File: config.mk
export PLATFORM = sky130hd
export DESIGN_NAME = hall_input_filter
export DESIGN_NICKNAME = d
export VERILOG_FILES = /design/src/rtl/hall_input_filter.sv
export SDC_FILE = /design/constraint.sdc
export NUM_CORES = 1
export LEC_CHECK = 0
export ABC_AREA = 1
export CORE_MARGIN = 1
export CORE_UTILIZATION = 49
export CTS_CLUSTER_SIZE = 16
export DETAILED_ROUTE_END_ITERATION = 12
export PLACE_DENSITY = 0.84
export SKIP_LAST_GASP = 1
export SYNTH_ARGS = -nofsm -noshare
export SYNTH_HDL_FRONTEND = slang
export SYNTH_SLANG_ARGS = --single-unit
File: constraint.sdc
create_clock -name clk -period 2.82 [get_ports clk]
set_input_delay 0.564 -clock clk [delete_from_list [all_inputs] [get_ports clk]]
set_output_delay 0.564 -clock clk [all_outputs]
set_load 0.01 [all_outputs]
File: src/rtl/hall_input_filter.sv
// Hall sensor front end: synchroniser, stability debounce, illegal-code and adjacency checks.
// Define HALL_FILTER_DIAG_EN to build the invalid/skip counters and the sticky fault flag.
module hall_input_filter #(
  parameter int clk_freq_hz = 27_000_000,
  parameter int filter_us   = 2,
  parameter int diag_width  = 16
) (
  input  logic                  clk,
  input  logic                  reset_n,
  input  logic [2:0]            hall_raw,
  input  logic                  fault_clear,
  output logic [2:0]            hall_values,
  output logic                  hall_valid,
  output logic                  hall_strobe,
  output logic [diag_width-1:0] invalid_count,
  output logic [diag_width-1:0] skip_count,
  output logic                  fault
);

  localparam int stable_ticks = clk_freq_hz / 1_000_000 * filter_us;
  localparam int cnt_w = (stable_ticks < 2) ? 1 : $clog2(stable_ticks);
  localparam logic [cnt_w-1:0] cnt_max = cnt_w'(stable_ticks - 1);

  if (stable_ticks < 2) begin : g_bad_ticks
    $error("hall_input_filter: stable_ticks must be >= 2");
  end

  // Code bit order {C, B, A}
  localparam logic [2:0] HALL_A  = 3'b001;
  localparam logic [2:0] HALL_B  = 3'b010;
  localparam logic [2:0] HALL_C  = 3'b100;
  localparam logic [2:0] HALL_AB = 3'b011;
  localparam logic [2:0] HALL_BC = 3'b110;
  localparam logic [2:0] HALL_AC = 3'b101;

  function automatic logic [2:0] hall_next(input logic [2:0] h);
    case (h)
      HALL_AC: return HALL_A;
      HALL_A:  return HALL_AB;
      HALL_AB: return HALL_B;
      HALL_B:  return HALL_BC;
      HALL_BC: return HALL_C;
      HALL_C:  return HALL_AC;
      default: return h;
    endcase
  endfunction

  function automatic logic [2:0] hall_prev(input logic [2:0] h);
    case (h)
      HALL_AC: return HALL_C;
      HALL_A:  return HALL_AC;
      HALL_AB: return HALL_A;
      HALL_B:  return HALL_AB;
      HALL_BC: return HALL_B;
      HALL_C:  return HALL_BC;
      default: return h;
    endcase
  endfunction

  typedef enum logic [1:0] {S_INIT, S_LOCKED, S_FAULT} state_t;

  logic [2:0]       sync_q1, hall_sync;
  logic [2:0]       cand, last_eval;
  logic [cnt_w-1:0] cnt;
  state_t           state, state_nxt;
  logic [2:0]       values_nxt;
  logic             valid_nxt, strobe_nxt;
  logic             stable_evt, legal, inv_inc, skip_inc;

  always_ff @(posedge clk or negedge reset_n) begin
    if (!reset_n) begin
      sync_q1   <= '0;
      hall_sync <= '0;
    end else begin
      sync_q1   <= hall_raw;
      hall_sync <= sync_q1;
    end
  end

  always_ff @(posedge clk or negedge reset_n) begin
    if (!reset_n) begin
      cand <= '0;
      cnt  <= '0;
    end else if (hall_sync != cand) begin
      cand <= hall_sync;
      cnt  <= '0;
    end else if (cnt < cnt_max) begin
      cnt <= cnt + 1'b1;
    end
  end

  // last_eval makes each distinct stable code fire exactly once, so a glitch
  // that returns to the accepted code re-stabilises silently.
  assign stable_evt = (cnt == cnt_max) && (cand != last_eval);
  assign legal      = (cand != 3'b000) && (cand != 3'b111);

  always_ff @(posedge clk or negedge reset_n) begin
    if (!reset_n)        last_eval <= '0;
    else if (stable_evt) last_eval <= cand;
  end

  always_comb begin
    state_nxt  = state;
    values_nxt = hall_values;
    valid_nxt  = hall_valid;
    strobe_nxt = 1'b0;
    inv_inc    = 1'b0;
    skip_inc   = 1'b0;
    if (stable_evt) begin
      case (state)
        S_INIT, S_FAULT: begin
          if (legal) begin
            values_nxt = cand;
            valid_nxt  = 1'b1;
            strobe_nxt = 1'b1;
            state_nxt  = S_LOCKED;
          end else begin
            inv_inc = 1'b1;
          end
        end
        S_LOCKED: begin
          if (legal) begin
            values_nxt = cand;
            strobe_nxt = 1'b1;
            skip_inc   = (cand != hall_next(hall_values)) && (cand != hall_prev(hall_values));
          end else begin
            valid_nxt = 1'b0;
            inv_inc   = 1'b1;
            state_nxt = S_FAULT;
          end
        end
        default: state_nxt = S_INIT;
      endcase
    end
  end

  always_ff @(posedge clk or negedge reset_n) begin
    if (!reset_n) begin
      state       <= S_INIT;
      hall_values <= '0;
      hall_valid  <= 1'b0;
      hall_strobe <= 1'b0;
    end else begin
      state       <= state_nxt;
      hall_values <= values_nxt;
      hall_valid  <= valid_nxt;
      hall_strobe <= strobe_nxt;
    end
  end

`ifdef HALL_FILTER_DIAG_EN
  // Counters saturate; a coincident clear wins over any increment.
  always_ff @(posedge clk or negedge reset_n) begin
    if (!reset_n) begin
      invalid_count <= '0;
      skip_count    <= '0;
      fault         <= 1'b0;
    end else if (fault_clear) begin
      invalid_count <= '0;
      skip_count    <= '0;
      fault         <= 1'b0;
    end else begin
      if (inv_inc && (invalid_count != '1)) invalid_count <= invalid_count + 1'b1;
      if (skip_inc && (skip_count != '1))   skip_count    <= skip_count + 1'b1;
      if (inv_inc || skip_inc)              fault         <= 1'b1;
    end
  end
`else
  logic diag_unused;
  assign diag_unused   = ^{inv_inc, skip_inc, fault_clear};
  assign invalid_count = '0;
  assign skip_count    = '0;
  assign fault         = 1'b0;
`endif

endmodule

**Word-level counts from Yosys, hierarchy flattened**

Cells that the tools add are included.

- Register bits: 25
- Logic and storage cells: 41
- Bits of input ports: 6
- Output and inout bits: 38

- Reduce and logical (&&, ||, !) cells: 11
- $lt $le $gt $ge: 1
- Equal/unequal tests: 8
- Add/subtract/negate cells: 1
- Mux-type cells: 11

Operators with widths:

| cell | number |
|---|---|
| 6-bit 2-to-1 mux | 2 |
| 6-bit by 1-bit adder with 6-bit output (second input constant) | 1 |
| 6-bit equality test (second input constant) | 1 |
| 6-bit < comparator (second input constant) | 1 |
| 3-bit != test | 2 |
| 3-bit AND reduction | 2 |
| 1-bit 2-to-1 mux | 5 |
| 2-bit 2-to-1 mux | 2 |
| 2-bit != test (second input constant) | 2 |
| 2-bit one-hot mux with 2 select lines | 1 |
| 4-bit AND reduction | 1 |
| 2-bit nonzero test | 2 |
| 3-bit != test (second input constant) | 1 |
| 3-bit nonzero test | 1 |
| 3-bit OR reduction | 1 |
| 2-bit by 1-bit equality test with 1-bit output (second input constant) | 1 |
| 2-bit equality test (second input constant) | 1 |
| 1-bit logical AND | 2 |
| 2-bit logical NOT | 1 |
| 1-bit one-hot mux with 2 select lines | 1 |
| 2-bit OR reduction | 1 |

**Depth between registers and ports, before layout**

- Depth in word-level cells: 5
- Mapped depth: 10
- Mapped depth without buffers: 10

**Worst setup path after synthesis**

OpenSTA, ideal clock, no wires.

- Path type: register to register
- Start: reg cnt[1]
- End: reg hall_values[0]
- Data arrival time: 1.147 ns
- Required time: 2.703 ns
- Setup time: 0.117 ns
- Period minus slack after synthesis: 1.264 ns
- Buffers on the path: 0
- Cell stages (with the launch flop): 10
- Path slack: 1.556 ns
- Cells stage by stage: dfrtp_1 inv_1 ha_1 nand3_1 nor2_4 nand2_4 inv_4 nand2_4 nand2_1 nand2_1

- Longest elaborated chain between the ends: 3

Ends and longest elaborated chain:

| item | RTL line | text |
|---|---|---|
| from (decl) | 64 | `logic [cnt_w-1:0] cnt;` |
| from (signal assigned) | 88 | `cnt <= cnt + 1'b1;` |
| 6-bit equality test | 94 | `assign stable_evt = (cnt == cnt_max) && (cand != last_eval);` |
| 1-bit logical AND | 94 |  |
| 3-bit AND reduction (no line) | n/a |  |
| to (signal assigned) | 145 | `hall_values <= values_nxt;` |
| to (decl) | 12 | `output logic [2:0] hall_values,` |

Every way passes these cells.
A chain may end at the register's enable or synchronous reset.

**Worst setup path in the final report**

- Start: reg hall_values[0]
- End: out hall_values[0]

No word-level cell between the ends.

==> run_results.csv <==
group,metric,value,unit
clock_network,cts_hold_buf,0,
global_route,grt_pass1_wl,3230,um
timing,rsz0062_at_grt,"false",
clock_network,cts_resized,0,
logic_synthesis,netlist_instances,161,
worst_setup_path,cpPeakStageDelay,530,ps
clock_network,ctsHtreeMaxLevel,1,
timing,period_needed,1780,ps
drt,antenna_left,0,
worst_setup_path,required,2260,ps
drt,via_per_inst,4.41,
timing,fmax,0.562,GHz
cells_and_area,final_cell_mix,"nand2_1, conb_1, dfrtp_1",
cells_and_area,antenna_cells,0,
placed_design,dpl_cell_area,0.00140,mm^2
drt,num_vias,890,
clock_network,insertion_delay,320,ps
clock_network,cts_tree,"built",
logic_synthesis,async_reset_ff_frac,1.00,
worst_setup_path,cp_slowest_cell,"clkdlybuf4s50_1",
die,die_y,55.5,um
logic_synthesis,synth_top_area_frac,0.446,
die,start_util,0.514,
clock_network,cts.path.max_buffers,2,
worst_setup_path,cp_max_fo,2,
drt,drt-total-wl,1840,um
drt,route.detailed.drc,0,
worst_setup_path,endpoint_kind,"primary output",
clock_network,clockRootBuffer,"clkbuf_4",
worst_setup_path,crit_path_start_kind,"flip-flop",
logic_synthesis,synth-seq-cells,25,
min_path,min_path_cells,0,
placed_design,place.gp.congestion,0.792,
worst_setup_path,path_delay_family,"buffers and inverters",
placed_design,port_buffers,9,
worst_setup_path,crit_type,"flip-flop to primary output",
clock_network,cts_buffers,3,
die,rows,19,
die,die-area,0.00308,mm^2
global_route,track_usage,0.136,
logic_synthesis,synth_edf_count,0,
timing,setup_tns,0,ps
cells_and_area,stdcell_area,0.00143,mm^2
logic_synthesis,yosys.area.top_type,"dfrtp_1",
clock_network,post-cts-setup-buffers,0,
logic_synthesis,yosys_warnings,0,
outcome,status,"finished, final reports clean",
cells_and_area,area_growth,1.69,%
die,ios,44,
cells_and_area,layout_commonest_cell,"nand2_1",
pwr,peakVddDrop,0.000409,V
min_path,holdPathEnd,"hall_sync[1]",
logic_synthesis,syn_area,0.00140,mm^2
timing,final-max-slew-violation-count,0,
die,core,0.00273,mm^2
logic_synthesis,ys_seq_area_frac,0.446,
worst_setup_path,critPathBufInv,1,
timing,skew,10.7,ps
global_route,grt_pass1_vias,753,
pwr,power_density,407,mW/mm^2
die,die_w,55.5,um
logic_synthesis,ys.flop_type,"dfrtp_1",
placed_design,hpwl,1380,um
cells_and_area,fillers,259,
logic_synthesis,syn_avg_cell_area,8.72,um^2
worst_setup_path,rr_endpoint,"hall_values[2]",
global_route,antenna_found_initial,0,
global_route,grt_max_degree,26,
worst_setup_path,crit_path_cell_trace,"clkdlybuf4s50_1",
worst_setup_path,regToRegSetupSlack,1430,ps
worst_setup_path,r2r-start,"cnt[1]",
min_path,holdCritStartpoint,"sync_q1[1]",
job,drv_cap,0,
global_route,grt_overflow_total,0,
logic_synthesis,synth.top_cells.by_area,"dfrtp_1, buf_4, nand2_1, nand3_1, ha_1",
cells_and_area,layout-drive-gt1-share,0.111,
timing,setup_viol,0,
min_path,hold_class,"flip-flop to flip-flop",
timing,timing.final.crit_share,0.632,
drt,avgRoutedWirePerCell,9.09,um
worst_setup_path,reg2reg_depth,9,
timing,hold_violations,0,
clock_network,clk_pin_slew,130,ps
drt,drt_iter0_markers,17,
drt,firstDrtPassIters,4,
worst_setup_path,worst_ep_arrival_time,1220,ps
clock_network,cts.sinks,25,
logic_synthesis,synth_cell_type_count,25,
worst_setup_path,cp_num_cells,1,
cells_and_area,final_nets,181,
pwr,p_leak,0.743,nW
==> flip-flops by register name, indices dropped and copies added, names as in the netlist <==
register / cells
cand: 3
cnt: 6
hall_strobe: 1
hall_sync: 3
hall_valid: 1
hall_values: 3
last_eval: 3
state: 2
sync_q1: 3
==> how the worst max path moves through the flow <==
stage / start / to / slack [ps]
2_1_floorplan: cnt[1] / hall_values[0] / 1560
3_3_place_gp: hall_valid / hall_valid / 1390
3_5_place_dp: hall_values[0] / hall_values[0] / 1390
4_1_cts: hall_values[0] / hall_values[0] / 1010
5_1_grt: hall_values[1] / hall_values[1] / 980
6_report: hall_values[0] / hall_values[0] / 1040
==> cells in the mapped netlist (2+ instances only) <==
cell and count:
nand2_2 3, nor2_1 6, nand3_1 12, nand2_1 37, buf_4 33, a21oi_1 4, ha_1 3, xnor2_1 2
o21ai_0 2, dfrtp_1 25, xor2_1 4, nand2_4 2, inv_2 4, clkbuf_1 3, inv_1 9, nor2_4 3
==> where the power goes <==
part	switching (mW)	internal, mW
registers	0.00736	0.366
logic	0.0406	0.0135
clock network	0.0982	0.0553
==> cells by family after synthesis <==
kind of cell,after synthesis,synth area share
other,1,0.00267
adders and majority gates,3,0.0267
AOI/OAI and AO/OA,8,0.0312
DFF,25,0.446
buffers and inverters,51,0.226
and+or+nand+nor,67,0.230
xor gates and xnor gates,6,0.0374
==> per-layer routing <==
| metal | part of all wire | vias up | global-route usage |
|---|---|---|---|
| met5 | 0 | - | 0 |
| met4 | 0.014 | 0 | 0.0643 |
| met3 | 0.041 | 4 | 0.0445 |
| met2 | 0.53 | 21 | 0.224 |
| met1 | 0.42 | 418 | 0.159 |
| li1 | - | 447 | - |
==> layout make-up <==
cell class / instances / area [um^2] / share of cell area
timing repair buffer: 10 / 97.6 / 0.0684
tap: 31 / 38.8 / 0.0272
multi-input combinational: 117 / 581 / 0.407
sequential: 25 / 626 / 0.438
clock buffer: 4 / 26.3 / 0.0184
inverter: 15 / 58.8 / 0.0412
==> through the flow <==
stage / hold slack [ps] / setup slack [ps] / cells / utilization / total power [mW]
after detailed placement: 335 / 1390 / 198 / 0.513 / 0.435
final: 348 / 1040 / 202 / 0.522 / 0.581
after floorplan: 268 / 1560 / 193 / - / 0.452
after global placement: 332 / 1390 / 198 / 0.513 / 0.434
after CTS: 352 / 1010 / 202 / 0.522 / 0.594
after global routing: 356 / 979 / 202 / 0.522 / 0.613
No activity file was read; power rests on OpenSTA's default activity.
